`config.mk`:
```
export PLATFORM = sky130hd
export DESIGN_NAME = fifo2axi_flat
export DESIGN_NICKNAME = d
export VERILOG_FILES = /design/src/rtl/fifo2axi_if.sv /design/src/rtl/fifo2axi.sv /design/src/flat_wrapper.sv
export SDC_FILE = /design/constraint.sdc
export NUM_CORES = 1
export LEC_CHECK = 0
export BUFFER_PORTS_ARGS = -buffer_cell sky130_fd_sc_hd__buf_2
export CORE_MARGIN = 2
export CORE_UTILIZATION = 30
export DETAILED_ROUTE_END_ITERATION = 8
export GPL_ROUTABILITY_DRIVEN = 0
export PLACE_DENSITY_LB_ADDON = 0.12
export SETUP_SLACK_MARGIN = 0.3
export SKIP_LAST_GASP = 1
export SYNTH_ARGS = -nofsm -noshare
export SYNTH_HDL_FRONTEND = slang
export SYNTH_SLANG_ARGS = --single-unit
```
`constraint.sdc`:
```
create_clock -name s_axi_aclk -period 2.1 [get_ports s_axi_aclk]
set_input_delay 0.21 -clock s_axi_aclk [delete_from_list [all_inputs] [get_ports s_axi_aclk]]
set_output_delay 0.21 -clock s_axi_aclk [all_outputs]
set_load 0.01 [all_outputs]
```
`src/rtl/fifo2axi_if.sv`:
```
// Bus bundle for fifo2axi: AXI4 read address/data channels plus the FWFT FIFO read port.
// The slave modport is the responder's view; master is the AXI master + FIFO owner.
interface fifo2axi_if #(
  parameter int AXI_ADDR_WIDTH = 6,
  parameter int AXI_DATA_WIDTH = 128
);
  logic [AXI_ADDR_WIDTH-1:0] s_axi_araddr;
  logic [1:0]                s_axi_arburst;
  logic [2:0]                s_axi_arsize;
  logic [7:0]                s_axi_arlen;
  logic                      s_axi_arvalid;
  logic                      s_axi_arready;
  logic                      s_axi_rready;
  logic [AXI_DATA_WIDTH-1:0] s_axi_rdata;
  logic [1:0]                s_axi_rresp;
  logic                      s_axi_rvalid;
  logic                      s_axi_rlast;
  logic [AXI_DATA_WIDTH-1:0] fifo_dout;
  logic                      fifo_empty;
  logic                      fifo_full;
  logic                      fifo_rd_en;

  modport slave (
    input  s_axi_araddr, s_axi_arburst, s_axi_arsize, s_axi_arlen, s_axi_arvalid,
    output s_axi_arready,
    input  s_axi_rready,
    output s_axi_rdata, s_axi_rresp, s_axi_rvalid, s_axi_rlast,
    input  fifo_dout, fifo_empty, fifo_full,
    output fifo_rd_en
  );

  modport master (
    output s_axi_araddr, s_axi_arburst, s_axi_arsize, s_axi_arlen, s_axi_arvalid,
    input  s_axi_arready,
    output s_axi_rready,
    input  s_axi_rdata, s_axi_rresp, s_axi_rvalid, s_axi_rlast,
    output fifo_dout, fifo_empty, fifo_full,
    input  fifo_rd_en
  );
endinterface

```
`src/rtl/fifo2axi.sv`:
```
// fifo2axi: AXI4 read responder that pops one FWFT FIFO word per DATA beat and serves a STATUS word.
// Optional per-beat empty-FIFO timeout (SLVERR beat) is enabled by defining FIFO2AXI_TIMEOUT_EN.
module fifo2axi #(
  parameter int AXI_ADDR_WIDTH = 6,
  parameter int AXI_DATA_WIDTH = 128,
  parameter int TIMEOUT_CYCLES = 1024
) (
  input  logic      s_axi_aclk,
  input  logic      s_axi_areset,
  fifo2axi_if.slave bus
);
  localparam logic [1:0] RESP_OKAY   = 2'b00;
  localparam logic [1:0] RESP_SLVERR = 2'b10;
  localparam logic [1:0] RESP_DECERR = 2'b11;
  localparam logic [AXI_ADDR_WIDTH-1:0] ADDR_DATA   = '0;
  localparam logic [AXI_ADDR_WIDTH-1:0] ADDR_STATUS = AXI_ADDR_WIDTH'(16);

  typedef enum logic [1:0] {IDLE, READ_FIFO, READ_STATUS, READ_ERROR} state_t;

  state_t                    state_q, state_d;
  logic [7:0]                beats_left_q, beats_left_d;
  logic [31:0]               pop_cnt_q, pop_cnt_d;
  logic                      rvalid_q, rvalid_d;
  logic                      rlast_q, rlast_d;
  logic [1:0]                rresp_q, rresp_d;
  logic [AXI_DATA_WIDTH-1:0] rdata_q, rdata_d;
  logic                      can_load;
  logic                      load;
  logic                      pop;
  logic [63:0]               status_word;
  logic                      unused_ar_fields;

`ifdef FIFO2AXI_TIMEOUT_EN
  localparam int TW = $clog2(TIMEOUT_CYCLES + 1);
  logic [TW-1:0] tmo_cnt_q, tmo_cnt_d;
`else
  localparam int unused_timeout_cycles = TIMEOUT_CYCLES;
`endif

  // Burst type and size do not change behaviour: every beat reuses the same address, full width.
  assign unused_ar_fields = ^{bus.s_axi_arburst, bus.s_axi_arsize};

  always_comb begin
    state_d      = state_q;
    beats_left_d = beats_left_q;
    pop_cnt_d    = pop_cnt_q;
    rvalid_d     = rvalid_q;
    rlast_d      = rlast_q;
    rresp_d      = rresp_q;
    rdata_d      = rdata_q;
    load         = 1'b0;
    pop          = 1'b0;
`ifdef FIFO2AXI_TIMEOUT_EN
    tmo_cnt_d    = tmo_cnt_q;
`endif
    // rlast_q marks that the final beat is already loaded, so no further loads are allowed.
    can_load    = (state_q != IDLE) && (!rvalid_q || bus.s_axi_rready) && !rlast_q;
    status_word = {pop_cnt_q, 30'b0, bus.fifo_full, bus.fifo_empty};

    unique case (state_q)
      IDLE: begin
        if (bus.s_axi_arvalid) begin
          beats_left_d = bus.s_axi_arlen;
          rlast_d      = 1'b0;
          if (bus.s_axi_araddr == ADDR_DATA) begin
            state_d = READ_FIFO;
          end else if (bus.s_axi_araddr == ADDR_STATUS) begin
            state_d = READ_STATUS;
          end else begin
            state_d = READ_ERROR;
          end
        end
      end
      READ_FIFO: begin
        if (can_load) begin
          if (!bus.fifo_empty) begin
            load    = 1'b1;
            pop     = 1'b1;
            rdata_d = bus.fifo_dout;
            rresp_d = RESP_OKAY;
          end
`ifdef FIFO2AXI_TIMEOUT_EN
          else if (tmo_cnt_q == TW'(TIMEOUT_CYCLES - 1)) begin
            load    = 1'b1;
            rdata_d = '0;
            rresp_d = RESP_SLVERR;
          end else begin
            tmo_cnt_d = tmo_cnt_q + 1'b1;
          end
`endif
        end
      end
      READ_STATUS: begin
        if (can_load) begin
          load    = 1'b1;
          rdata_d = AXI_DATA_WIDTH'(status_word);
          rresp_d = RESP_OKAY;
        end
      end
      READ_ERROR: begin
        if (can_load) begin
          load    = 1'b1;
          rdata_d = '0;
          rresp_d = RESP_DECERR;
        end
      end
      default: state_d = IDLE;
    endcase

    if (load) begin
      rvalid_d     = 1'b1;
      rlast_d      = (beats_left_q == 8'd0);
      beats_left_d = beats_left_q - 8'd1;
`ifdef FIFO2AXI_TIMEOUT_EN
      tmo_cnt_d    = '0;
`endif
    end else if (rvalid_q && bus.s_axi_rready) begin
      rvalid_d = 1'b0;
      if (rlast_q) begin
        rlast_d = 1'b0;
        state_d = IDLE;
      end
    end

    if (pop) begin
      pop_cnt_d = pop_cnt_q + 32'd1;
    end
  end

  always_ff @(posedge s_axi_aclk) begin
    if (s_axi_areset) begin
      state_q      <= IDLE;
      beats_left_q <= '0;
      pop_cnt_q    <= '0;
      rvalid_q     <= 1'b0;
      rlast_q      <= 1'b0;
      rresp_q      <= RESP_OKAY;
      rdata_q      <= '0;
`ifdef FIFO2AXI_TIMEOUT_EN
      tmo_cnt_q    <= '0;
`endif
    end else begin
      state_q      <= state_d;
      beats_left_q <= beats_left_d;
      pop_cnt_q    <= pop_cnt_d;
      rvalid_q     <= rvalid_d;
      rlast_q      <= rlast_d;
      rresp_q      <= rresp_d;
      rdata_q      <= rdata_d;
`ifdef FIFO2AXI_TIMEOUT_EN
      tmo_cnt_q    <= tmo_cnt_d;
`endif
    end
  end

  assign bus.s_axi_arready = (state_q == IDLE);
  // A reset abandons the burst, so the FIFO must not lose a word in that cycle.
  assign bus.fifo_rd_en    = pop && !s_axi_areset;
  assign bus.s_axi_rvalid  = rvalid_q;
  assign bus.s_axi_rlast   = rlast_q;
  assign bus.s_axi_rresp   = rresp_q;
  assign bus.s_axi_rdata   = rdata_q;
endmodule

```
`src/flat_wrapper.sv`:
```
// flat-port wrapper written by rule: the top's interface ports become plain ports
module fifo2axi_flat 
#(
  parameter int AXI_ADDR_WIDTH = 6,
  parameter int AXI_DATA_WIDTH = 128,
  parameter int TIMEOUT_CYCLES = 1024
)
  (s_axi_aclk, s_axi_areset, bus_s_axi_araddr, bus_s_axi_arburst, bus_s_axi_arsize, bus_s_axi_arlen, bus_s_axi_arvalid, bus_s_axi_arready, bus_s_axi_rready, bus_s_axi_rdata, bus_s_axi_rresp, bus_s_axi_rvalid, bus_s_axi_rlast, bus_fifo_dout, bus_fifo_empty, bus_fifo_full, bus_fifo_rd_en);
  fifo2axi_if #(.AXI_ADDR_WIDTH(AXI_ADDR_WIDTH), .AXI_DATA_WIDTH(AXI_DATA_WIDTH)) bus_i ();
  input  logic s_axi_aclk;
  input  logic s_axi_areset;
  input wire logic [$bits(bus_i.s_axi_araddr)-1:0] bus_s_axi_araddr;
  input wire logic [$bits(bus_i.s_axi_arburst)-1:0] bus_s_axi_arburst;
  input wire logic [$bits(bus_i.s_axi_arsize)-1:0] bus_s_axi_arsize;
  input wire logic [$bits(bus_i.s_axi_arlen)-1:0] bus_s_axi_arlen;
  input wire logic [$bits(bus_i.s_axi_arvalid)-1:0] bus_s_axi_arvalid;
  output wire logic [$bits(bus_i.s_axi_arready)-1:0] bus_s_axi_arready;
  input wire logic [$bits(bus_i.s_axi_rready)-1:0] bus_s_axi_rready;
  output wire logic [$bits(bus_i.s_axi_rdata)-1:0] bus_s_axi_rdata;
  output wire logic [$bits(bus_i.s_axi_rresp)-1:0] bus_s_axi_rresp;
  output wire logic [$bits(bus_i.s_axi_rvalid)-1:0] bus_s_axi_rvalid;
  output wire logic [$bits(bus_i.s_axi_rlast)-1:0] bus_s_axi_rlast;
  input wire logic [$bits(bus_i.fifo_dout)-1:0] bus_fifo_dout;
  input wire logic [$bits(bus_i.fifo_empty)-1:0] bus_fifo_empty;
  input wire logic [$bits(bus_i.fifo_full)-1:0] bus_fifo_full;
  output wire logic [$bits(bus_i.fifo_rd_en)-1:0] bus_fifo_rd_en;
  assign bus_i.s_axi_araddr = bus_s_axi_araddr;
  assign bus_i.s_axi_arburst = bus_s_axi_arburst;
  assign bus_i.s_axi_arsize = bus_s_axi_arsize;
  assign bus_i.s_axi_arlen = bus_s_axi_arlen;
  assign bus_i.s_axi_arvalid = bus_s_axi_arvalid;
  assign bus_s_axi_arready = bus_i.s_axi_arready;
  assign bus_i.s_axi_rready = bus_s_axi_rready;
  assign bus_s_axi_rdata = bus_i.s_axi_rdata;
  assign bus_s_axi_rresp = bus_i.s_axi_rresp;
  assign bus_s_axi_rvalid = bus_i.s_axi_rvalid;
  assign bus_s_axi_rlast = bus_i.s_axi_rlast;
  assign bus_i.fifo_dout = bus_fifo_dout;
  assign bus_i.fifo_empty = bus_fifo_empty;
  assign bus_i.fifo_full = bus_fifo_full;
  assign bus_fifo_rd_en = bus_i.fifo_rd_en;
  fifo2axi #(.AXI_ADDR_WIDTH(AXI_ADDR_WIDTH), .AXI_DATA_WIDTH(AXI_DATA_WIDTH), .TIMEOUT_CYCLES(TIMEOUT_CYCLES)) u_core (.s_axi_aclk(s_axi_aclk), .s_axi_areset(s_axi_areset), .bus(bus_i));
endmodule
```
==> flow_summary_export.csv <==
group,metric,value,unit
outcome,status,"complete, no violations",
clock_tree,tritoncts,"built",
floorplan,core,22430,um2
finish,area_growth_syn_to_layout,65.13,%
finish,final_util,50.04,%
global_route,grt_start_max_net_pins,95,
route,drt_wl_total,24680,um
power,vdd_drop_max,0.0004167,V
global_route,antenna_found_initial,0,
finish,diodes,0,
critical_path,crit_fanout,10,
timing,final.setup.tns,0,ns
timing,fmax,534.5,MHz
placement,dpl-instance-area,8812,um2
critical_path,critical_path_buf_inv_count,1,
clock_tree,path_clk_slew,0.08,ns
synth,ys_warn_count,0,
floorplan,start_util,30.31,%
clock_tree,cts.sinks,173,
critical_path,cpPeakStageDelay,0.47,ns
synth,yosysSeqAreaShare,50.94,%
synth,synth-xor-area-share,0.6441,%
run,drv_cap,0,
synth,synth_compound_area_share,21.11,%
floorplan,die_area,23880,um2
critical_path,critical-path-slowest-cell,"or4_4",
clock_tree,clock_latency,0.44,ns
clock_tree,root_buffer,"clkbuf_16",
route,drt_iter0_drc,355,
route,drt-vias-per-instance,4.910,
timing,min_period,1.871,ns
critical_path,endpoint_kind,"register",
floorplan,num_rows,55,
global_route,grt-ovfl-total,0,
clock_tree,htreeDepth,4,
timing,maxSlewViolCount,0,
synth,yosys.area_share.simple,19.82,%
critical_path,crit_chain,"nor2b_4 -> or4_4 -> buf_12 -> nor4_4 -> mux2_2",
timing,worstMarginPinSlew,0.4533,ns
synth,synth_top_family_by_area,"compound AO/OA/AOI/OAI gates",
timing,rsz0062_at_grt,"yes",
worst_hold_path,min_path_type,"in -> reg",
synth,async_reset_ff_share,0,%
global_route,grt_pass1_vias,6803,
synth,netlist_instances,723,
synth,yosys-mux-area-fraction,2.779,%
critical_path,crit_required,2.41,ns
timing,relSlewSlack,69.78,%
synth,synth_edf_count,0,
global_route,grt_usage,18.68,%
floorplan,die_x,154.5,um
route,vias,7066,
critical_path,cp.arrival,2.19,ns
synth,ys_ff_latch,173,
synth,syn-num-nets,879,
critical_path,critPathKind,"reg -> reg",
global_route,grt_pass1_wl,35910,um
synth,syn_area,6799,um2
finish,final_cell_mix,"buf_2 (279), dfxtp_1 (161), nor2_1 (95), dlygate4sd3_1 (95), a22o_1 (94)",
timing,period_share,89.09,%
synth,synthFlopType,"dfxtp_1",
power,powerDensity,754.9,nW/um2
timing,hold_violations,0,
floorplan,design.portCount,287,
finish,nets,1297,
finish,final_common_cell,"buf_2",
finish,finish.instance_area,11230,um2
critical_path,path_delay_family,"simple AND/OR/NAND/NOR gates",
synth,syn_avg_cell_area,9.404,um2
timing,skew,0.01542,ns
clock_tree,cts_buffer_depth,2,
critical_path,worstSetupStartpointType,"register",
route,wire_per_inst,17.15,um
clock_tree,cts_inserted_buffers,17,
synth,synthAdderAreaFrac,0.5521,%
route,first_pass_iters,4,
floorplan,die_y,154.5,um
power,p_leak,5.119,nW
synth,synthDistinctLibCells,49,
route,final_antenna_net_count,0,
placement,hpwlAfterDp,15170,um
finish,drive_gt1_share,40.73,%
placement,portBuffers,281,
route,drc,0,
timing,setup_viol,0,
[sequential cells by signal (all words and copies together), names as in the netlist]
register                 count
u_core.bus.s_axi_rdata     128
u_core.pop_cnt_q            32
u_core.beats_left_q          8
u_core.state_q               2
u_core.bus.s_axi_rlast       1
u_core.bus.s_axi_rresp       1
u_core.bus.s_axi_rvalid      1
[path summary, 6_finish.rpt]
check / startpoint / to / slack, ns / depth (start not counted)
setup reg to reg: u_core.bus.s_axi_rvalid / u_core.pop_cnt_q[25] / 0.23 / 5
hold reg to reg: u_core.bus.s_axi_rdata[29] / u_core.bus.s_axi_rdata[29] / 0.47 / 1
setup / recovery: u_core.bus.s_axi_rvalid / u_core.pop_cnt_q[25] / 0.23 / 5
hold / removal: bus_fifo_dout[47] / u_core.bus.s_axi_rdata[47] / 0.05 / 3
[where the power goes]
group          switching (W)  internal (W)  leakage, nW
clock network        0.00159       0.00160        0.283
registers           0.000114       0.00349         1.41
logic               0.000863      0.000816         3.42
[Yosys cell counts, types with 3 or more instances]
master | count | area [um2]
inv_1 | 8 | 30.03
a22o_1 | 94 | 823.3
a211oi_1 | 34 | 255.2
xnor2_1 | 3 | 26.28
o21ai_0 | 4 | 20.02
nand4_1 | 13 | 81.33
o31ai_1 | 7 | 52.55
buf_2 | 13 | 65.06
or3_1 | 5 | 31.28
a32oi_1 | 3 | 26.28
clkbuf_1 | 42 | 157.7
nor3_1 | 43 | 215.2
nor2b_1 | 17 | 106.4
and4_1 | 7 | 61.31
and2_1 | 3 | 18.77
or4_1 | 8 | 60.06
nor2_1 | 97 | 364.1
nor4_1 | 11 | 68.82
ha_1 | 3 | 37.54
a21oi_1 | 21 | 105.1
mux2_2 | 15 | 168.9
dfxtp_1 | 173 | 3463
nand2_1 | 47 | 176.4
nand3_1 | 16 | 80.08
nand2b_1 | 3 | 18.77
buf_1 | 3 | 11.26
[timing repair]
item                       in CTS  in global routing
hold buffers                   95                  0
setup endpoints to repair     111                131
setup buffers                   8                 16
pin swaps                       5                 21
gates resized for setup        39                 52
gates cloned                    1                 13
hold endpoints to repair       95                  0
[layout make-up]
class                   instances  area, um2
repair buffers                459       3373
well taps                     285      356.6
clock buffers                  17      425.4
multi-input cells             482       3386
inverters                       8      33.78
fillers                      2124      11210
flip-flops and latches        173       3488
clock inverters                15      163.9
[kinds of logic (layout without fill, tap and decap cells)]
kind of cell	Yosys count	in the layout
AO/OA/AOI/OAI	180	180
XOR/XNOR	5	5
adder cells (fa/ha/maj)	3	3
buffers and inverters	68	499
flip-flops	173	173
multiplexers	17	17
AND/OR/NAND/NOR	277	277
[layer usage]
metal / up-vias / track usage [%] / part of all wire [%]
met4: 0 / 6.393 / 2.0
met2: 180 / 32.61 / 49
met1: 3364 / 23.24 / 44
met3: 32 / 3.334 / 4.4
li1: 3490 / - / -
met5: - / 0 / 0
[tightest hold or removal path: stages]
cell and delay (ns):
buf_2 0.07, a211oi_1 0.05, nor3_1 0.11
[metrics by stage]
step / worst slack [ns] / cells / hold WS, ns / power [W]
2_1_floorplan: 0.2431 / 723 / 0.3252 / 0.004410
3_3_place_gp: 0.1477 / 1274 / 0.4257 / 0.004970
3_5_place_dp: 0.1425 / 1274 / 0.4290 / 0.004971
4_1_cts: 0.2161 / 1410 / 0.03060 / 0.008373
5_1_grt: 0.1579 / 1439 / 0.04718 / 0.008854
6_report: 0.2291 / 1439 / 0.05049 / 0.008475
No activity file was read; power rests on OpenSTA's default activity.
